[src/rtl/shared_reg_pkg.sv]
// Purpose: shared constants and types for the shared-register arbiter.
// Latency: n/a (declarations only).
// Backpressure: n/a.
package shared_reg_pkg;

  // Two-state arbiter FSM: IDLE arbitrates, GRANT performs (or aborts) the write.
  typedef enum logic {
    ST_IDLE  = 1'b0,
    ST_GRANT = 1'b1
  } state_e;

  // Optional completed-write counter width and its saturation value.
  localparam int                 WRCNT_W   = 16;
  localparam logic [WRCNT_W-1:0] WRCNT_MAX = 16'hFFFF;

endpackage

[src/rtl/shared_reg_arbiter_rr_pick.sv]
// Purpose: round-robin picker; first set req bit at or above ptr, wrapping modulo N_REQ.
// Latency: purely combinational.
// Backpressure: none; valid_o is low when no request is present.
module rr_pick #(
  parameter  int N_REQ = 4,
  localparam int ID_W  = $clog2(N_REQ)
) (
  input  logic [N_REQ-1:0] req_i,
  input  logic [ID_W-1:0]  ptr_i,
  output logic             valid_o,
  output logic [ID_W-1:0]  pick_o
);

  logic [ID_W:0]   sum;
  logic [ID_W-1:0] idx;

  // Walk the N_REQ candidates starting at ptr_i; the first hit wins.
  always_comb begin
    valid_o = 1'b0;
    pick_o  = '0;
    sum     = '0;
    idx     = '0;
    for (int k = 0; k < N_REQ; k++) begin
      sum = {1'b0, ptr_i} + (ID_W+1)'(k);
      if (sum >= (ID_W+1)'(N_REQ)) begin
        sum = sum - (ID_W+1)'(N_REQ);
      end
      idx = sum[ID_W-1:0];
      if (!valid_o && req_i[idx]) begin
        valid_o = 1'b1;
        pick_o  = idx;
      end
    end
  end

endmodule

[src/rtl/shared_reg_arbiter.sv]
// Purpose: round-robin arbiter owning one shared WIDTH-bit register (q/qbar); optional write counter under SHARED_REG_WRCNT_EN.
// Latency: req seen at edge t+1 -> gnt high, q loaded at edge t+2; at most one write per 2 cycles.
// Backpressure: requesters hold req/wdata until the cycle after gnt; dropping req during GRANT aborts the write.
module shared_reg_arbiter
  import shared_reg_pkg::*;
#(
  parameter  int N_REQ = 4,
  parameter  int WIDTH = 8,
  localparam int ID_W  = $clog2(N_REQ)
) (
  input  logic                   clk,
  input  logic                   rst,
  input  logic [N_REQ-1:0]       req,
  input  logic [N_REQ*WIDTH-1:0] wdata,
  output logic [N_REQ-1:0]       gnt,
  output logic [ID_W-1:0]        grant_id,
  output logic                   busy,
  output logic [WIDTH-1:0]       q,
  output logic [WIDTH-1:0]       qbar
`ifdef SHARED_REG_WRCNT_EN
  ,
  output logic [WRCNT_W-1:0]     wr_count
`endif
);

  localparam logic [ID_W-1:0]  LAST_ID = ID_W'(N_REQ - 1);
  localparam logic [N_REQ-1:0] GNT_ONE = N_REQ'(1);

  state_e           state_q, state_d;
  logic [ID_W-1:0]  ptr_q, ptr_d;
  logic [N_REQ-1:0] gnt_q, gnt_d;
  logic [ID_W-1:0]  gid_q, gid_d;
  logic             busy_q, busy_d;
  logic [WIDTH-1:0] q_q, q_d;
  logic [WIDTH-1:0] qbar_q, qbar_d;

  logic             pick_vld;
  logic [ID_W-1:0]  pick;
  logic [WIDTH-1:0] wslice [N_REQ];

  for (genvar i = 0; i < N_REQ; i++) begin : g_slice
    assign wslice[i] = wdata[i*WIDTH +: WIDTH];
  end

  rr_pick #(.N_REQ(N_REQ)) u_rr_pick (
    .req_i   (req),
    .ptr_i   (ptr_q),
    .valid_o (pick_vld),
    .pick_o  (pick)
  );

  // Next-state: IDLE issues a one-hot grant, GRANT commits or aborts the write and returns to IDLE.
  always_comb begin
    state_d = state_q;
    ptr_d   = ptr_q;
    gnt_d   = gnt_q;
    gid_d   = gid_q;
    busy_d  = busy_q;
    q_d     = q_q;
    qbar_d  = qbar_q;
    case (state_q)
      ST_IDLE: begin
        gnt_d = '0;
        if (pick_vld) begin
          gnt_d   = GNT_ONE << pick;
          gid_d   = pick;
          busy_d  = 1'b1;
          state_d = ST_GRANT;
        end
      end
      ST_GRANT: begin
        if (req[gid_q]) begin
          q_d    = wslice[gid_q];
          qbar_d = ~wslice[gid_q];
          ptr_d  = (gid_q == LAST_ID) ? '0 : gid_q + ID_W'(1);
        end
        gnt_d   = '0;
        busy_d  = 1'b0;
        state_d = ST_IDLE;
      end
      default: state_d = ST_IDLE;
    endcase
  end

  // State, pointer, grant and shared register; reset loads qbar with all ones so qbar == ~q holds throughout.
  always_ff @(posedge clk or posedge rst) begin
    if (rst) begin
      state_q <= ST_IDLE;
      ptr_q   <= '0;
      gnt_q   <= '0;
      gid_q   <= '0;
      busy_q  <= 1'b0;
      q_q     <= '0;
      qbar_q  <= '1;
    end else begin
      state_q <= state_d;
      ptr_q   <= ptr_d;
      gnt_q   <= gnt_d;
      gid_q   <= gid_d;
      busy_q  <= busy_d;
      q_q     <= q_d;
      qbar_q  <= qbar_d;
    end
  end

  assign gnt      = gnt_q;
  assign grant_id = gid_q;
  assign busy     = busy_q;
  assign q        = q_q;
  assign qbar     = qbar_q;

`ifdef SHARED_REG_WRCNT_EN
  logic               wr_done;
  logic [WRCNT_W-1:0] wr_cnt_q;

  assign wr_done = (state_q == ST_GRANT) && req[gid_q];

  // Count completed (non-aborted) writes, saturating at the top value.
  always_ff @(posedge clk or posedge rst) begin
    if (rst) begin
      wr_cnt_q <= '0;
    end else if (wr_done && (wr_cnt_q != WRCNT_MAX)) begin
      wr_cnt_q <= wr_cnt_q + WRCNT_W'(1);
    end
  end

  assign wr_count = wr_cnt_q;
`endif

endmodule

[config.mk]
export PLATFORM = sky130hd
export DESIGN_NAME = shared_reg_arbiter
export DESIGN_NICKNAME = d
export VERILOG_FILES = /design/src/rtl/shared_reg_pkg.sv /design/src/rtl/shared_reg_arbiter_rr_pick.sv /design/src/rtl/shared_reg_arbiter.sv
export SDC_FILE = /design/constraint.sdc
export NUM_CORES = 1
export LEC_CHECK = 0
export CORE_MARGIN = 5
export CORE_UTILIZATION = 37
export CTS_CLUSTER_SIZE = 24
export DETAILED_ROUTE_END_ITERATION = 8
export HOLD_SLACK_MARGIN = 0.03
export PLACE_DENSITY = 0.75
export SYNTH_ARGS = -nofsm -noshare
export SYNTH_HDL_FRONTEND = slang
export SYNTH_SLANG_ARGS = --single-unit
[constraint.sdc]
create_clock -name clk -period 1.4 [get_ports clk]
set_input_delay 0.35 -clock clk [delete_from_list [all_inputs] [get_ports clk]]
set_output_delay 0.35 -clock clk [all_outputs]
set_load 0.005 [all_outputs]
Yosys cells after proc, flatten, opt, wreduce, memory -nomap -nowiden:

Index checks and enable logic that the tools add are counted.
W data, S select, Z words.

* add/subtract/negate cells: 8
* order comparisons: 10
* equality and inequality tests: 2
* shifts and indexed selects: 1
* mux-type cells: 32
* bitwise logic cells: 3
* reduce and logical (&&, ||, !) cells: 8

Operators by type and width (count)
* $mux W2: 9
* $bmux W8 S2: 1
* $mux W8: 2
* $lt A2 B3 Y1 const B: 5
* $ge A3 B3 Y1 const B: 4
* $mux W1: 11
* $bmux W1 S2: 5
* $not A8 Y8: 1
* $pmux W4 S2: 1
* $sub A2 B1 Y2 const B: 4
* $add A2 B2 Y3 const B: 2
* $mux W4: 1
* $pmux W1 S2: 2
* $reduce_and A2 Y1: 2
* $shl A1 B2 Y4 const A: 1
* $add A2 B1 Y3 const B: 1
* $ge A2 B3 Y1 const B: 1
* $logic_and A1 B1 Y1: 3
* $logic_not A1 Y1: 3
* $not A2 Y3: 1
* $add A2 B1 Y2 const B: 1
* $eq A2 B2 Y1 const B: 1
* $ne A2 B2 Y1 const B: 1
* $not A1 Y1: 1

* flip-flop bits (word level): 26
* input port bits: 38
* output and inout bits: 23
* word-level logic and storage cells: 71

Longest topological paths before layout:

* word-level depth: 17
* depth in mapped cells: 6
* mapped depth without buffers: 4

Modules after synthesis:

A second synthesis with hierarchy kept.

* cells, all modules: 100
* area, all modules: 1320.0 um^2

By module, submodules not included
* shared_reg_arbiter: instances 1, cells each 85, area each 1242.4 um^2, seq. area each 660.6 um^2
* rr_pick: instances 1, cells each 15, area each 77.6 um^2, seq. area each 0.0 um^2

Worst setup path after synthesis:

Ideal clock, no wire load.

* path kind: reg-to-reg
* from: reg gid_q[1] (netlist: grant_id[1])
* to: reg ptr_q[1]
* setup time: 0.125 ns
* arrival time: 1.277 ns
* data required time: 1.275 ns
* slack: -0.001 ns
* cell stages (with the launch flop): 5
* buffers on the path: 1
* period minus slack after synthesis: 1.401 ns
* cells stage by stage: dfrtp_1 > buf_6 > mux2i_1 > o22ai_4 > mux2_2

* cells in the longest elaborated chain, start to end: 3
* elaborated cells between the ends (all ways): 6
* classes of those cells: add/sub (1); eq/ne (1); mux (3); reduce/logical (1)

RTL lines
* start: declaration: RTL line shared_reg_arbiter.sv:32 `logic [ID_W-1:0] gid_q, gid_d;`
* start signal: assignment: RTL line shared_reg_arbiter.sv:99 `gid_q <= gid_d;`
* $bmux W1 S2: RTL line shared_reg_arbiter.sv:72 `if (req[gid_q]) begin`
* $mux W1 (not written as such): RTL line shared_reg_arbiter.sv:72
* $reduce_and A2 Y1 (no line)
* end signal: assignment: RTL line shared_reg_arbiter.sv:97 `ptr_q <= ptr_d;`
* end: declaration: RTL line shared_reg_arbiter.sv:30 `logic [ID_W-1:0] ptr_q, ptr_d;`

Several ways; a longest one is shown, not always the timed one. The select of a mux whose other input is x is not followed.
A chain may end at the register's enable or synchronous reset.

Worst setup path after layout:

* from: reg gid_q[0] (netlist: grant_id[0])
* to: reg qbar_q[5] (netlist: qbar[5])

* cells in the longest elaborated chain, start to end: 5
* elaborated cells between the ends (all ways): 8
* classes of those cells: mux (5); bitwise (2); reduce/logical (1)

RTL lines
* $not A2 Y3 (not written as such): RTL line shared_reg_arbiter.sv:74 `qbar_d = ~wslice[gid_q];`
* $bmux W8 S2: RTL line shared_reg_arbiter.sv:74
* $mux W8 (not written as such) (2 in series): RTL line shared_reg_arbiter.sv:74
* $not A8 Y8: RTL line shared_reg_arbiter.sv:74
* end signal: assignment: RTL line shared_reg_arbiter.sv:102 `qbar_q <= qbar_d;`
* end: declaration: RTL line shared_reg_arbiter.sv:35 `logic [WIDTH-1:0] qbar_q, qbar_d;`

Several ways; a longest one is shown, not always the timed one. The select of a mux whose other input is x is not followed.

==> summary.txt <==
Clock network
  • Hold-fix buffers, CTS: 0
  • Worst skew pair latency: 0.31 ns
  • CTS tree: done
  • Worst-case clock buffer depth: 2
  • Clock Sinks: 26
  • Root buffer cell: clkbuf_4
  • Num CTS Buffers: 3
  • Reg clk slew, reported paths: 0.13 ns
  • H-tree depth: 1

Yosys
  • Mux share of post-synthesis cell area: 0.201
  • Adder-cell share of the synthesized area: 0.00955
  • Synthesized instance count: 102
  • Sequential element share of the synthesized area: 0.504
  • Post-synthesis xor/xnor area fraction: 0
  • Post-synthesis simple-gate area fraction: 0.0879
  • Synth Cell Area: 1310 um2
  • Largest family of logic cells by synthesized area: multiplexers
  • Syn avg cell area: 12.8 um2
  • Synthesized flop and latch total: 26
  • Synth warnings: 0
  • Synth Area in Compound Gates: 0.129
  • Synth cell types: 24
  • Post-synth net total: 141

Timing
  • Setup ws final: -0.0300 ns
  • Hold Fails Final Rpt: 0
  • Fmax: 0.699 GHz
  • Slew @ Worst Pin: 0.306 ns
  • Final slew viol count: 0
  • Period minus WS final: 1.43 ns
  • Worst Skew: 0.00158 ns
  • Rel. slew slack: 0.796
  • Tcrit/Tclk final: 1.02
  • Final setup vio count: 14
  • RSZ-0062 raised after global routing: true
  • Setup TNS: -0.183 ns

Floorplanning
  • Die Span X: 69.5 um
  • Initial Utilization: 0.386
  • Core box area: 3390 um2
  • IO Count: 61
  • Die Y: 69.5 um
  • DIE AREA: 4830 um2
  • Row cnt: 21

Final layout
  • Nets: 221
  • Most frequent cells in the layout: clkdlybuf4s50_1, dlygate4sd2_1, dfrtp_1, inv_1, buf_4
  • Fin cells: 227
  • Layout fillers: 262
  • N_diodes: 0
  • Design area: 2130 um2
  • Synth-to-layout area growth: 62.8%
  • FF+latch area: 664 um2
  • Share of layout cells above drive strength 1: 0.403
  • Most common cell after layout, fill and taps aside: clkdlybuf4s50_1
  • Footprint of the multi-input gates: 604 um2

Place
  • Placed Cells: 214
  • Dpl hpwl: 2810 um
  • Placed cell area: 2010 um2
  • I/O Buffers: 60
  • Routability cong.: 0.895

Setup path
  • Crit-path cells: buf_6 -> or2b_1 -> o22ai_4 -> buf_8 -> nand2_2 -> o21a_1
  • Crit path launch type: flip-flop
  • Critical path type: flip-flop to flip-flop
  • Largest stage delay, worst path: 0.43 ns
  • CP required: 1.66 ns
  • Crit path capture type: flip-flop
  • Max FO, Critical Path: 16
  • Reg2reg path depth: 6
  • Critical path's slowest cell: dfrtp_1
  • Arr. time, crit path: 1.69 ns

Global routing
  • First-pass GRT wire length: 6100 um
  • Antenna violations before repair: 0
  • GRT Overall Usage: 0.159
  • Number of global-route vias before repair: 1,208
  • Largest net degree at the start of global routing: 27
  • Grt ovf: 0

Run status
  • Failing checks: setup timing
  • Run status: finished, violations left

Detailed routing
  • Router iterations before antenna repair: 4
  • Routed Antenna Nets: 0
  • Routed wire per std cell: 16.6 um
  • Mean number of vias per cell: 4.96
  • WL final: 3770 um
  • DRC: 0
  • Initial DRC Count: 30
  • Via Count: 1,125

Power
  • Net Sw Frac: 0.338
  • Leakage: 0.948 nW
  • Power Internal: 2.65 mW
  • Peak VDD IR: 838 uV
  • NetSw: 1.35 mW
  • Part of the power in registers: 0.340
  • Logic pwr share: 0.569
  • Clock Power Share: 0.091
  • Pwr/cell area: 1880 nW/um2
  • Design Power: 4.00 mW

Worst hold path
  • Hold Path Class: primary input to async pin

Run
  • Max Cap Viol: 0
area by class of cell:
cell class | count | share of cell area
timing repair buffer | 79 | 0.340
sequential | 26 | 0.312
tap | 46 | 0.0270
inverter | 12 | 0.0211
clock buffer | 4 | 0.0170
multi-input combinational | 60 | 0.283
power by group through the flow:
stage                     clock network, mW  registers (mW)  logic, mW
after floorplan                           0            1.39       1.00
after global placement                    0            1.37       1.94
after detailed placement                  0            1.40       1.99
after CTS                             0.381            1.35       2.17
after global routing                  0.420            1.40       2.48
final                                 0.365            1.36       2.28
worst max-delay path, delay by kind of cell, from the launching register on:
family / cells / cell delay, ns
simple gates: 2 / 0.33
flops: 1 / 0.43
compound gates: 2 / 0.28
buf+inv: 2 / 0.33
metal layers:
metal,vias up,track usage,part of all wire
met4,0,0.0672,0.017
met2,51,0.276,0.52
met1,549,0.181,0.38
li1,517,-,-
met3,8,0.0464,0.078
met5,-,0,0
cell usage after synthesis:
| cell | number | area [um2] |
|---|---|---|
| o22ai_4 | 1 | 20.0 |
| or2b_1 | 1 | 7.51 |
| mux4_1 | 5 | 131 |
| mux2i_1 | 3 | 30.0 |
| buf_6 | 4 | 45.0 |
| nand2b_1 | 1 | 6.26 |
| and3_1 | 1 | 6.26 |
| a21oi_1 | 4 | 20.0 |
| a311oi_1 | 1 | 8.76 |
| nor4_4 | 1 | 21.3 |
| mux4_2 | 3 | 67.6 |
| o21a_1 | 8 | 60.1 |
| and3b_1 | 1 | 8.76 |
| o2bb2a_1 | 1 | 10.0 |
| inv_1 | 12 | 45.0 |
| nor4_1 | 1 | 6.26 |
| nand2_1 | 10 | 37.5 |
| o21ai_0 | 10 | 50.1 |
| dfstp_2 | 8 | 210 |
| mux2_2 | 3 | 33.8 |
| nor2_1 | 3 | 11.3 |
| dfrtp_1 | 18 | 450 |
| and3b_2 | 1 | 10.0 |
| ha_1 | 1 | 12.5 |
final timing paths:
path	from	to	slack (ns)
max	grant_id[0]$_DFFE_PP0P_	qbar[5]$_DFFE_PP1P_	-0.03
min	rst	q[4]$_DFFE_PP0P_	0.35
max reg2reg	grant_id[0]$_DFFE_PP0P_	qbar[5]$_DFFE_PP1P_	-0.03
min reg2reg	busy$_DFFE_PP0P_	busy$_DFFE_PP0P_	0.53
max in group asynchronous	rst	qbar[2]$_DFFE_PP1P_	0.83
min in group clk	busy$_DFFE_PP0P_	busy$_DFFE_PP0P_	0.53
per-stage QoR:
step	setup WS, ns	hold WS, ns	util
2_1_floorplan	-0.00123	0.384	-
3_3_place_gp	-0.426	0.493	0.593
3_5_place_dp	-0.536	0.505	0.593
4_1_cts	-0.0811	0.341	0.618
5_1_grt	-0.0962	0.344	0.629
6_report	-0.0300	0.349	0.629
cell families (layout without fill, tap and decap cells):
group,after synthesis,in the layout
simple gates,20,20
buf+inv,16,95
flops,26,26
compound gates,25,25
fa+ha+maj,1,1
mux,14,14
state kept, by name, indices dropped and copies added, names as in the netlist:
register  flops
qbar          8
q             8
state_q       1
busy          1
gnt           4
ptr_q         2
grant_id      2
timing repair:
| item | 4_1_cts | 5_1_grt |
|---|---|---|
| setup buffers | 8 | 1 |
| pin swaps | 6 | 3 |
| gates resized for setup | 79 | 20 |
| setup endpoints to repair | 46 | 27 |
| hold endpoints to repair | 0 | 0 |
Power figures use the tool's default switching activity.
